## src/rtl/jtag_chain_probe_pkg.sv

```systemverilog
// Shared definitions for the JTAG chain probe.
// Holds the TAP state encodings reported by the external state tracker,
// the default expected IDCODE, and the probe FSM state type.
// The macros are kept for code that still expects the `STATE_* / `ID_CODE
// names. The enum and localparam mirror them so that RTL can import a package.

`ifndef JTAG_CHAIN_PROBE_DEFS
`define JTAG_CHAIN_PROBE_DEFS
`define STATE_TLR      4'h0
`define STATE_RTI      4'h1
`define STATE_SEL_DR   4'h2
`define STATE_CAP_DR   4'h3
`define STATE_SHIFT_DR 4'h4
`define STATE_EXIT1_DR 4'h5
`define STATE_PAUSE_DR 4'h6
`define STATE_EXIT2_DR 4'h7
`define STATE_UPD_DR   4'h8
`define STATE_SEL_IR   4'h9
`define STATE_CAP_IR   4'hA
`define STATE_SHIFT_IR 4'hB
`define STATE_EXIT1_IR 4'hC
`define STATE_PAUSE_IR 4'hD
`define STATE_EXIT2_IR 4'hE
`define STATE_UPD_IR   4'hF
`define ID_CODE        32'h4BA0_0477
`endif

package jtag_chain_probe_pkg;

   typedef enum logic [3:0] {
      TAP_TLR      = `STATE_TLR,
      TAP_RTI      = `STATE_RTI,
      TAP_SEL_DR   = `STATE_SEL_DR,
      TAP_CAP_DR   = `STATE_CAP_DR,
      TAP_SHIFT_DR = `STATE_SHIFT_DR,
      TAP_EXIT1_DR = `STATE_EXIT1_DR,
      TAP_PAUSE_DR = `STATE_PAUSE_DR,
      TAP_EXIT2_DR = `STATE_EXIT2_DR,
      TAP_UPD_DR   = `STATE_UPD_DR,
      TAP_SEL_IR   = `STATE_SEL_IR,
      TAP_CAP_IR   = `STATE_CAP_IR,
      TAP_SHIFT_IR = `STATE_SHIFT_IR,
      TAP_EXIT1_IR = `STATE_EXIT1_IR,
      TAP_PAUSE_IR = `STATE_PAUSE_IR,
      TAP_EXIT2_IR = `STATE_EXIT2_IR,
      TAP_UPD_IR   = `STATE_UPD_IR
   } tap_state_t;

   localparam logic [31:0] ID_CODE = `ID_CODE;

   typedef enum logic [2:0] {
      PS_IDLE,
      PS_WAIT_TLR,
      PS_ARM,
      PS_SHIFT,
      PS_EXIT,
      PS_EVAL,
      PS_ABORT
   } probe_state_t;

endpackage

```

## src/rtl/jtag_chain_probe_checker.sv

```systemverilog
// Combinational IDCODE compare for one chain position.
// Ports:
//   word  - one DR_LEN-bit word captured from the chain
//   match - 1 when every bit selected by ID_MASK equals EXP_ID

module jtag_idcode_word_checker
   import jtag_chain_probe_pkg::*;
#(
   parameter int unsigned         DR_LEN  = 32,
   parameter logic [DR_LEN-1:0]   EXP_ID  = DR_LEN'(ID_CODE),
   parameter logic [DR_LEN-1:0]   ID_MASK = {DR_LEN{1'b1}}
) (
   input  logic [DR_LEN-1:0] word,
   output logic              match
);

   assign match = (((word ^ EXP_ID) & ID_MASK) == '0);

endmodule

```

## src/rtl/jtag_chain_probe.sv

```systemverilog
// JTAG daisy-chain IDCODE probe.
// Walks the TAP from Test-Logic-Reset into Shift-DR, shifts MAX_DEV*DR_LEN
// bits out of the chain in one scan, returns to Test-Logic-Reset and
// reports which positions carried the expected IDCODE.
// Ports:
//   tck, rst_n        - JTAG clock, async active-low reset
//   start             - probe request (sampled on posedge tck)
//   tdo, tap_state    - chain output and TAP state from the tracker
//   tms, tdi          - JTAG drive, updated on negedge tck
//   busy, done        - probe in progress / one-tck result strobe
//   p_f, dev_count    - per-position match and leading match count
//   chain_open        - first word was stuck all-ones or all-zeros
//
// state       | meaning
// ------------+----------------------------------------------------------
// PS_IDLE     | no probe; tms=1 keeps the TAP parked in TLR
// PS_WAIT_TLR | probe requested outside TLR; tms=1 until TLR is reached
// PS_ARM      | tms 0,1,0,0 walks TLR->RTI->SelDR->Capture->Shift
// PS_SHIFT    | capture tdo each Shift-DR edge, tdi=1, tms=1 on last bit
// PS_EXIT     | tms=1 through Exit1->Update->SelDR->SelIR->TLR
// PS_EVAL     | first edge in TLR: register results, pulse done
// PS_ABORT    | tracker left the path: five tms=1 edges, then report open

module jtag_chain_probe
   import jtag_chain_probe_pkg::*;
#(
   parameter int unsigned       MAX_DEV = 4,
   parameter int unsigned       DR_LEN  = 32,
   parameter logic [DR_LEN-1:0] EXP_ID  = DR_LEN'(ID_CODE),
   parameter logic [DR_LEN-1:0] ID_MASK = {DR_LEN{1'b1}}
) (
   input  logic                         tck,
   input  logic                         rst_n,
   input  logic                         start,
   input  logic                         tdo,
   input  logic [3:0]                   tap_state,
   output logic                         tms,
   output logic                         tdi,
   output logic                         busy,
   output logic                         done,
   output logic [MAX_DEV-1:0]           p_f,
   output logic [$clog2(MAX_DEV+1)-1:0] dev_count,
   output logic                         chain_open
);

   localparam int unsigned TOTAL = MAX_DEV * DR_LEN;
   localparam int unsigned CNT_W = $clog2(TOTAL + 1);
   localparam int unsigned DC_W  = $clog2(MAX_DEV + 1);
   localparam logic [CNT_W-1:0] LAST_BIT  = CNT_W'(TOTAL - 1);
   localparam logic [CNT_W-1:0] FULL_CNT  = CNT_W'(TOTAL);
   // Abort timer reloads to 4 and finishes on terminal count 0, so five
   // negedges with tms=1 are driven before done is raised.
   localparam logic [2:0]       ABORT_LAST = 3'd4;

   probe_state_t        state_q, state_d;
   logic [CNT_W-1:0]    bit_cnt_q, bit_cnt_d;
   logic [TOTAL-1:0]    bits_q, bits_d;
   logic [2:0]          abort_cnt_q, abort_cnt_d;
   logic                busy_q, busy_d;
   logic                done_q, done_d;
   logic [MAX_DEV-1:0]  p_f_q, p_f_d;
   logic [DC_W-1:0]     dev_count_q, dev_count_d;
   logic                chain_open_q, chain_open_d;
   logic                tms_q, tms_d;
   logic                tdi_q, tdi_d;

   logic [MAX_DEV-1:0]  match_w;
   logic [DR_LEN-1:0]   word0_w;
   logic                chain_open_w;
   logic [DC_W-1:0]     first_fail_w;

   for (genvar k = 0; k < MAX_DEV; k++) begin : g_chk
      jtag_idcode_word_checker #(
         .DR_LEN  (DR_LEN),
         .EXP_ID  (EXP_ID),
         .ID_MASK (ID_MASK)
      ) u_chk (
         .word  (bits_q[k*DR_LEN +: DR_LEN]),
         .match (match_w[k])
      );
   end

   assign word0_w      = bits_q[DR_LEN-1:0];
   assign chain_open_w = (&word0_w) || (~|word0_w);

   always_comb begin
      logic found;
      found        = 1'b0;
      first_fail_w = DC_W'(MAX_DEV);
      for (int k = 0; k < MAX_DEV; k++) begin
         if (!found && !match_w[k]) begin
            first_fail_w = DC_W'(k);
            found        = 1'b1;
         end
      end
   end

   always_comb begin
      state_d      = state_q;
      bit_cnt_d    = bit_cnt_q;
      bits_d       = bits_q;
      abort_cnt_d  = abort_cnt_q;
      busy_d       = busy_q;
      done_d       = 1'b0;
      p_f_d        = p_f_q;
      dev_count_d  = dev_count_q;
      chain_open_d = chain_open_q;

      case (state_q)
         PS_IDLE: begin
            // done_q high means this is the cycle right after a result
            // strobe; a start here belongs to the finished probe.
            if (start && !done_q) begin
               busy_d = 1'b1;
               if (tap_state == TAP_TLR) state_d = PS_ARM;
               else                      state_d = PS_WAIT_TLR;
            end
         end

         PS_WAIT_TLR: begin
            if (tap_state == TAP_TLR) state_d = PS_ARM;
         end

         PS_ARM: begin
            bit_cnt_d = '0;
            case (tap_state)
               TAP_TLR, TAP_RTI, TAP_SEL_DR: ;
               TAP_CAP_DR: state_d = PS_SHIFT;
               default: begin
                  state_d     = PS_ABORT;
                  abort_cnt_d = ABORT_LAST;
               end
            endcase
         end

         PS_SHIFT: begin
            if (tap_state == TAP_SHIFT_DR) begin
               for (int i = 0; i < TOTAL; i++) begin
                  if (bit_cnt_q == CNT_W'(i)) bits_d[i] = tdo;
               end
               if (bit_cnt_q != FULL_CNT) bit_cnt_d = bit_cnt_q + 1'b1;
               if (bit_cnt_q == LAST_BIT) state_d = PS_EXIT;
            end else begin
               state_d     = PS_ABORT;
               abort_cnt_d = ABORT_LAST;
            end
         end

         PS_EXIT: begin
            case (tap_state)
               TAP_EXIT1_DR, TAP_UPD_DR, TAP_SEL_DR: ;
               TAP_SEL_IR: state_d = PS_EVAL;
               default: begin
                  state_d     = PS_ABORT;
                  abort_cnt_d = ABORT_LAST;
               end
            endcase
         end

         PS_EVAL: begin
            if (tap_state == TAP_TLR) begin
               p_f_d        = chain_open_w ? '0 : match_w;
               dev_count_d  = chain_open_w ? '0 : first_fail_w;
               chain_open_d = chain_open_w;
               done_d       = 1'b1;
               busy_d       = 1'b0;
               state_d      = PS_IDLE;
            end else begin
               state_d     = PS_ABORT;
               abort_cnt_d = ABORT_LAST;
            end
         end

         PS_ABORT: begin
            if (abort_cnt_q == '0) begin
               p_f_d        = '0;
               dev_count_d  = '0;
               chain_open_d = 1'b1;
               done_d       = 1'b1;
               busy_d       = 1'b0;
               state_d      = PS_IDLE;
            end else begin
               abort_cnt_d = abort_cnt_q - 1'b1;
            end
         end

         default: state_d = PS_IDLE;
      endcase
   end

   // TMS/TDI are picked on the falling edge from the tracker's view so the
   // TAP sees a stable value on the next rising edge.
   always_comb begin
      tms_d = 1'b1;
      tdi_d = 1'b0;
      case (state_q)
         PS_ARM:   tms_d = (tap_state == TAP_RTI);
         PS_SHIFT: begin
            tms_d = (bit_cnt_q == LAST_BIT);
            tdi_d = 1'b1;
         end
         default: ;
      endcase
   end

   always_ff @(posedge tck or negedge rst_n) begin
      if (!rst_n) begin
         state_q      <= PS_IDLE;
         bit_cnt_q    <= '0;
         bits_q       <= '0;
         abort_cnt_q  <= '0;
         busy_q       <= 1'b0;
         done_q       <= 1'b0;
         p_f_q        <= '0;
         dev_count_q  <= '0;
         chain_open_q <= 1'b0;
      end else begin
         state_q      <= state_d;
         bit_cnt_q    <= bit_cnt_d;
         bits_q       <= bits_d;
         abort_cnt_q  <= abort_cnt_d;
         busy_q       <= busy_d;
         done_q       <= done_d;
         p_f_q        <= p_f_d;
         dev_count_q  <= dev_count_d;
         chain_open_q <= chain_open_d;
      end
   end

   always_ff @(negedge tck or negedge rst_n) begin
      if (!rst_n) begin
         tms_q <= 1'b1;
         tdi_q <= 1'b0;
      end else begin
         tms_q <= tms_d;
         tdi_q <= tdi_d;
      end
   end

   assign tms        = tms_q;
   assign tdi        = tdi_q;
   assign busy       = busy_q;
   assign done       = done_q;
   assign p_f        = p_f_q;
   assign dev_count  = dev_count_q;
   assign chain_open = chain_open_q;

endmodule

```

## config.mk

```make
export PLATFORM = sky130hd
export DESIGN_NAME = jtag_chain_probe
export DESIGN_NICKNAME = d
export VERILOG_FILES = /design/src/rtl/jtag_chain_probe_pkg.sv /design/src/rtl/jtag_chain_probe_checker.sv /design/src/rtl/jtag_chain_probe.sv
export SDC_FILE = /design/constraint.sdc
export NUM_CORES = 1
export LEC_CHECK = 0
export CORE_MARGIN = 4
export CORE_UTILIZATION = 61
export CTS_CLUSTER_DIAMETER = 200
export CTS_CLUSTER_SIZE = 24
export DETAILED_ROUTE_END_ITERATION = 10
export GPL_TIMING_DRIVEN = 0
export HOLD_SLACK_MARGIN = 0.1
export PLACE_DENSITY = 0.79
export SYNTH_ARGS = -nofsm -noshare
export SYNTH_HDL_FRONTEND = slang
export SYNTH_SLANG_ARGS = --single-unit
```

## constraint.sdc

```tcl
create_clock -name tck -period 3.27 [get_ports tck]
set_clock_uncertainty 0.15 [all_clocks]
set_input_delay 0.327 -clock tck [delete_from_list [all_inputs] [get_ports tck]]
set_output_delay 0.327 -clock tck [all_outputs]
set_load 0.005 [all_outputs]
```

==> results.py, run 1 <==
metrics = {
    "power_and_ir_drop": {
        "powerDensity_nw_per_um2": 562,
        "p_leak_nw": 3.82,
        "peakVddDrop_mv": 0.412,
        "p_total_mw": 4.78,
    },
    "synth": {
        "syn_area_um2": 7440,
        "yosysWarnings": 0,
        "synth_flop_cell": "dfrtp_1",
        "syn_area_per_cell_um2": 10.9,
        "synth_top_family_by_area": "simple AND/OR/NAND/NOR gates",
        "synthAdderAreaFrac_pct": 1.01,
        "ys_types": 57,
        "synth.area.mux_share_pct": 19.8,
        "async_flop_share_pct": 100,
        "synth_fp_nets": 699,
        "syn-instance-count": 685,
        "ys_ff_latch": 154,
        "synth-simple-area-share_pct": 19.9,
        "synth_compound_area_share_pct": 4.14,
        "ys_seq_area_share_pct": 51.8,
        "synth_edf_count": 0,
        "synth_xor_area_share_pct": 0.471,
    },
    "layout": {
        "fill_cells": 848,
        "area_growth_pct": 14.4,
        "antenna_cells": 0,
        "multiInputGateArea_um2": 3380,
        "drive_gt1_share_pct": 22.4,
        "register_area_um2": 3850,
        "stdcell_area_um2": 8510,
        "final_nets": 739,
    },
    "min_path": {
        "hold_class": "input pin to register",
        "worstHoldStart": "tdo",
    },
    "cts": {
        "cts_buffer_depth": 2,
        "root_buffer": "clkbuf_16",
        "clk-insertion-delay-late_ps": 420,
        "clk_pin_slew_ps": 60,
        "cts_made_buffers": 17,
        "h-tree-depth": 4,
        "clock-sinks": 154,
        "cts_tree": "yes",
    },
    "routing": {
        "drtPass1Iterations": 5,
        "wl_um": 17200,
        "wl_per_cell_um": 19.5,
        "drc": 0,
        "vias_per_cell": 6.18,
        "dr.first_iter.drc_count": 354,
        "ant_nets": 0,
        "vias": 5469,
    },
    "setup_path": {
        "worstPathRequired_ps": 1840,
        "end_kind": "register",
        "crit_type": "register to register",
        "crit_start": "state_q[0]$_DFFE_PN0P_",
        "regToRegStartpoint": "state_q[0]$_DFFE_PN0P_",
        "worstSetupStartpointType": "register",
        "cp_max_fo": 10,
        "arrival_ps": 1740,
    },
    "floorplanning": {
        "rows": 40,
        "die_h_um": 118,
        "coreArea_um2": 12000,
        "die_x_um": 118,
        "io_pins": 20,
        "start_util_pct": 62.2,
        "die-area_um2": 14000,
    },
    "placement": {
        "dpl.hpwl_um": 11200,
        "detailed_place.area_um2": 7840,
        "place_congestion": 0.889,
        "portBuffers": 18,
    },
    "global_routing": {
        "grt_first_pass_wirelength_um": 28300,
        "grt_pass1_vias": 5491,
        "track_usage_pct": 25.6,
        "gr-total-overflow": 0,
        "grt_max_degree": 83,
        "grt_antenna_before_repair": 0,
    },
    "timing": {
        "tightest_slew_ps": 980,
        "final-setup-viol-count": 0,
        "finalMaxSlewViolations": 0,
        "slew_headroom_pct": 34.1,
        "finalHoldViolations": 0,
        "rsz0062_at_grt": "no",
    },
    "run": {
        "drv_cap": 0,
    },
    "outcome": {
        "status": "complete, no violations",
    },
}
registers in the layout, summed over array words and instances, names as in the netlist:
register	flops
tdi	1
chain_open	1
state_q	3
dev_count	3
done	1
p_f	4
bit_cnt_q	8
tms	1
bits_q	128
busy	1
abort_cnt_q	3
path summary, 6_finish.rpt:
kind	end	slack (ps)	depth (start not counted)
worst max-delay path	tms$_DFF_NN1_	100	4
worst min-delay path	bits_q[47]$_DFFE_PN0P_	320	2
worst max register to register	tms$_DFF_NN1_	100	4
worst min register to register	busy$_DFFE_PN0P_	340	1
max in group asynchronous	tms$_DFF_NN1_	580	2
min in group asynchronous	bits_q[113]$_DFFE_PN0P_	360	2
Yosys cell counts (all sizes together) (4+ instances only):
cell type / n / area (um^2)
nor4b: 10 / 93.8
nor4: 16 / 136
ha: 6 / 75.1
or3: 5 / 31.3
a21oi: 10 / 50.1
nor4bb: 11 / 110
nand4b: 4 / 35.0
nand2: 43 / 169
nor3: 9 / 50.1
buf: 4 / 28.8
xor2: 4 / 35.0
o21ai: 12 / 63.8
nor2: 148 / 556
clkbuf: 33 / 124
nand4: 14 / 87.6
inv: 15 / 56.3
nor2b: 4 / 25.0
mux2: 130 / 1460
dfrtp: 152 / 3800
nand3b: 4 / 33.8
nand3: 8 / 40.0
cell type report:
class / count / share of cell area, %
plain buffers: 37 / 1.81
repair buffers: 21 / 2.59
clock inverters: 11 / 2.27
well taps: 147 / 2.16
multi-input cells: 479 / 39.8
inverters: 14 / 0.618
flip-flops and latches: 154 / 45.3
clock buffers: 22 / 5.46
power by group:
part | switching, mW | total (mW) | internal [mW] | leakage, nW
clock network | 0.768 | 2.17 | 1.40 | 0.320
logic | 0.381 | 0.618 | 0.237 | 1.37
registers | 0.0292 | 1.99 | 1.96 | 2.13
total | 1.18 | 4.78 | 3.60 | 3.82
logic make-up after synthesis:
group	after synthesis
and+or+nand+nor	291
DFF	154
muxes	131
buffers and inverters	52
AOI/OAI and AO/OA	47
adders and majority gates	6
xor gates and xnor gates	4
cell usage in the layout, fill, tap and decap left out, types with 4 or more instances in the layout:
| master | netlist | final |
|---|---|---|
| dfrtp_1 | 152 | 152 |
| nor2_1 | 148 | 148 |
| mux2_2 | 114 | 114 |
| nand2_1 | 42 | 42 |
| clkbuf_1 | 33 | 34 |
| clkbuf_16 | 0 | 17 |
| mux2_1 | 16 | 16 |
| inv_1 | 15 | 15 |
| clkdlybuf4s50_1 | 0 | 15 |
| nand4_1 | 14 | 14 |
| nor4_1 | 13 | 13 |
| nor4bb_1 | 11 | 11 |
| o21ai_0 | 11 | 11 |
| a21oi_1 | 10 | 10 |
| nor4b_1 | 9 | 9 |
| nand3_1 | 8 | 8 |
| nor3_1 | 8 | 8 |
| ha_1 | 6 | 6 |
| or3_1 | 5 | 5 |
| bufinv_16 | 0 | 5 |
| nor2b_1 | 4 | 4 |
| nand4b_1 | 4 | 4 |
| xor2_1 | 4 | 4 |
through the flow:
step                setup WS, ps  util (%)  cells  setup TNS, ps  hold WS (ps)
floorplan                    126         -    685              0          -119
global placement           -5510      65.3    850        -631010           312
detailed placement          -151      65.5    851           -151           256
CTS                         10.1      71.1    885              0           296
global route                19.6      71.1    885              0           318
finish                       103      71.1    885              0           317
worst max-delay path, cell delays in order, from the launching register on:
cell and delay (ps):
dfrtp_1 350, clkbuf_1 220, nor3b_4 350, clkbuf_2 280, a22oi_1 120
layer usage:
metal	up-vias	share of wire, %	track usage [%]
met1	2752	43	33.7
li1	2493	-	-
met3	55	5.0	4.69
met5	-	0	0
met2	169	49	41.6
met4	0	3.6	11.5
timing repair:
item	4_1_cts	5_1_grt
setup endpoints to repair	3	2
pin swaps	1	0
setup buffers	1	0
hold endpoints to repair	70	0
hold buffers	1	0
gates resized for setup	4	3
Power figures use the tool's default switching activity.
==> run 2, diff against run 1 <==
--- a/config.mk
+++ b/config.mk
@@ -5,6 +5,7 @@
 export SDC_FILE = /design/constraint.sdc
 export NUM_CORES = 1
 export LEC_CHECK = 0
+export ABC_AREA = 1
 export CORE_MARGIN = 4
 export CORE_UTILIZATION = 61
 export CTS_CLUSTER_DIAMETER = 200
==> run 2 against run 1 <==
  * Clock-buffer cell count grew 1
  * Final cell count grew 38%
  * First-iteration DRC count is 56% higher
  * Worst setup slack better by 4.9 ps
  * Die area is 2.6% higher
  * Sequential power up 3%
  * Critical path depth fell by 3
  * Worst hold slack gained 15 ps
  * Non-clock buffer count fell by 8
  * Combinational power is 1% lower
  * Utilization is 0.32 points higher
  * Power down 2.7%
  * Largest cell class unchanged
==> results.py, run 2 <==
metrics = {
    "outcome": {
        "status": "complete, no violations",
    },
    "placement": {
        "place_ws_ps": -24.5,
        "detailed_place.area_um2": 8080,
        "portBuffers": 19,
        "dpl.hpwl_um": 11800,
        "place_congestion": 0.880,
    },
    "timing": {
        "finalMaxSlewViolations": 0,
        "finalHoldViolations": 0,
        "setup_ws_ps": 108,
        "rsz0062_at_grt": "no",
        "final-setup-viol-count": 0,
        "tightest_slew_ps": 725,
        "slew_headroom_pct": 51.7,
    },
    "setup_path": {
        "arrival_ps": 2690,
        "slowest_delay_ps": 500,
        "endpoint": "tms",
        "r2r_slack_ps": 140,
        "cp_cell_sequence": "clkbuf_2",
        "end_kind": "output port",
        "cp_slowest_cell": "dfstp_2",
        "crit_type": "register to output port",
        "crit_family": "flip-flops",
        "reg2reg_depth": 5,
        "cp_num_cells": 1,
        "crit_start": "tms$_DFF_NN1_",
        "r2r-end": "tms$_DFF_NN1_",
        "crit_buf_inv": 1,
        "cp_max_fo": 1,
        "worstPathRequired_ps": 2790,
        "worstSetupStartpointType": "register",
        "regToRegStartpoint": "bit_cnt_q[0]$_DFFE_PN0P_",
    },
    "synth": {
        "syn-instance-count": 1001,
        "synth_fp_nets": 1015,
        "synth_flop_cell": "dfrtp_1",
        "async_flop_share_pct": 100,
        "yosysWarnings": 0,
        "synth_area_leader_cell": "dfrtp_1",
        "synth.top_cells.by_area": "dfrtp_1 (50%), nor2_1 (15%), nand2_1 (8.9%)",
        "ys_top_cells_by_count": "nor2_1 (313), nand2_1 (181), dfrtp_1 (152), a21oi_1 (96), inv_1 (84)",
        "ys_seq_area_share_pct": 50.4,
        "synth_edf_count": 0,
        "ys_types": 30,
        "syn_area_um2": 7650,
        "yosysMostFrequentCell": "nor2_1",
        "ys_ff_latch": 154,
        "syn_area_per_cell_um2": 7.64,
        "synth_top_area_share_pct": 49.7,
    },
    "global_routing": {
        "grt_antenna_before_repair": 0,
        "grt_pass1_vias": 5935,
        "grt_first_pass_wirelength_um": 29100,
        "gr-total-overflow": 0,
        "grt_max_degree": 80,
        "track_usage_pct": 25.8,
    },
    "layout": {
        "largest_register_ffs": 128,
        "drive_gt1_share_pct": 6.26,
        "final_cell_mix": "nor2_1 (313), nand2_1 (181), dfrtp_1 (152)",
        "fill_cells": 985,
        "antenna_cells": 0,
        "final_nets": 1055,
        "area_growth_pct": 13.6,
        "layout.cells.most_common": "nor2_1",
        "stdcell_area_um2": 8690,
        "top_register": "bits_q",
    },
    "routing": {
        "wl_um": 17900,
        "drc": 0,
        "vias": 6508,
        "drtPass1Iterations": 6,
        "ant_nets": 0,
        "dr.first_iter.drc_count": 554,
        "vias_per_cell": 5.33,
        "wl_per_cell_um": 14.7,
    },
    "cts": {
        "cts_tree": "yes",
        "cts_setup_buffers": 0,
        "clk_pin_slew_ps": 60,
        "clk-insertion-delay-late_ps": 420,
        "cts_buffer_depth": 2,
        "clock-sinks": 154,
        "root_buffer": "clkbuf_16",
        "h-tree-depth": 4,
        "cts_made_buffers": 17,
    },
    "power_and_ir_drop": {
        "p_total_mw": 4.65,
        "powerDensity_nw_per_um2": 535,
        "p_leak_nw": 4.00,
        "peakVddDrop_mv": 0.427,
    },
    "floorplanning": {
        "start_util_pct": 62.9,
        "io_pins": 20,
        "die_h_um": 120,
        "rows": 40,
        "coreArea_um2": 12200,
        "die_x_um": 120,
        "die-area_um2": 14400,
    },
    "run": {
        "drv_cap": 0,
    },
    "min_path": {
        "hold_class": "register to register",
    },
}
==> run 2: changes by cell type after synthesis, sizes merged, moves of 13 or more <==
cell,change
o21a,+22
a21oi,+86
inv,+71
nand2,+138
nor2,+169
o21ai,+13
nor4,-16
mux2,-130
nand3,+41
==> run 2: power by group <==
group | internal, mW | switching (mW)
registers | 1.98 | 0.0637
clock network | 1.25 | 0.747
logic | 0.202 | 0.409
==> run 2: cells by family after synthesis <==
kind of cell | after synthesis | share of synthesized area [%]
XOR/XNOR | 6 | 0.687
multiplexers | 1 | 0.131
AND/OR/NAND/NOR | 572 | 31.3
buffers and inverters | 115 | 5.97
AO/OA/AOI/OAI | 147 | 10.5
flip-flops | 154 | 50.4
adder cells (fa/ha/maj) | 6 | 0.982
==> run 2: final cells by class <==
type	count	area, um^2	area share, %
multi-input combinational	732	3350	38.5
clock buffer	23	478	5.50
tap	168	210	2.42
inverter	85	319	3.67
clock inverter	10	123	1.41
buffer	29	134	1.54
timing repair buffer	21	223	2.56
sequential	154	3850	44.4
==> run 2: worst min path at each step <==
stage / from / endpoint / cells past startpoint
6_report: dev_count[1]$_DFFE_PN0P_ / dev_count[1]$_DFFE_PN0P_ / 2
5_1_grt: bits_q[34]$_DFFE_PN0P_ / bits_q[34]$_DFFE_PN0P_ / 1
4_1_cts: dev_count[1]$_DFFE_PN0P_ / dev_count[1]$_DFFE_PN0P_ / 2
3_5_place_dp: rst_n / bits_q[34]$_DFFE_PN0P_ / 1
3_3_place_gp: dev_count[0]$_DFFE_PN0P_ / dev_count[0]$_DFFE_PN0P_ / 2
2_1_floorplan: rst_n / abort_cnt_q[0]$_DFFE_PN0P_ / 0
==> run 2: per-stage QoR <==
stage / util (%) / TNS [ps] / std cells / hold WS (ps)
finish: 71.4 / 0 / 1222 / 331
detailed placement: 66.4 / -24.5 / 1189 / 266
global route: 71.4 / 0 / 1222 / 345
global placement: 66.2 / -694230 / 1188 / 313
floorplan: - / 0 / 1001 / -119
CTS: 71.4 / 0 / 1222 / 331
==> run 2: per-layer routing <==
metal	up-vias	share of wire, %	GRT usage (%)
met5	-	0	0
met4	0	1.9	7.52
met3	38	6.1	6.41
met2	191	48	42.8
met1	3012	44	33.9
li1	3267	-	-
==> run 2: what timing repair did <==
item / CTS / global route
setup endpoints to repair: 3 / 2
hold buffers: 1 / 0
endpoints found under the hold margin: 76 / 0
pin swaps: 0 / 0
resized for setup: 4 / 2
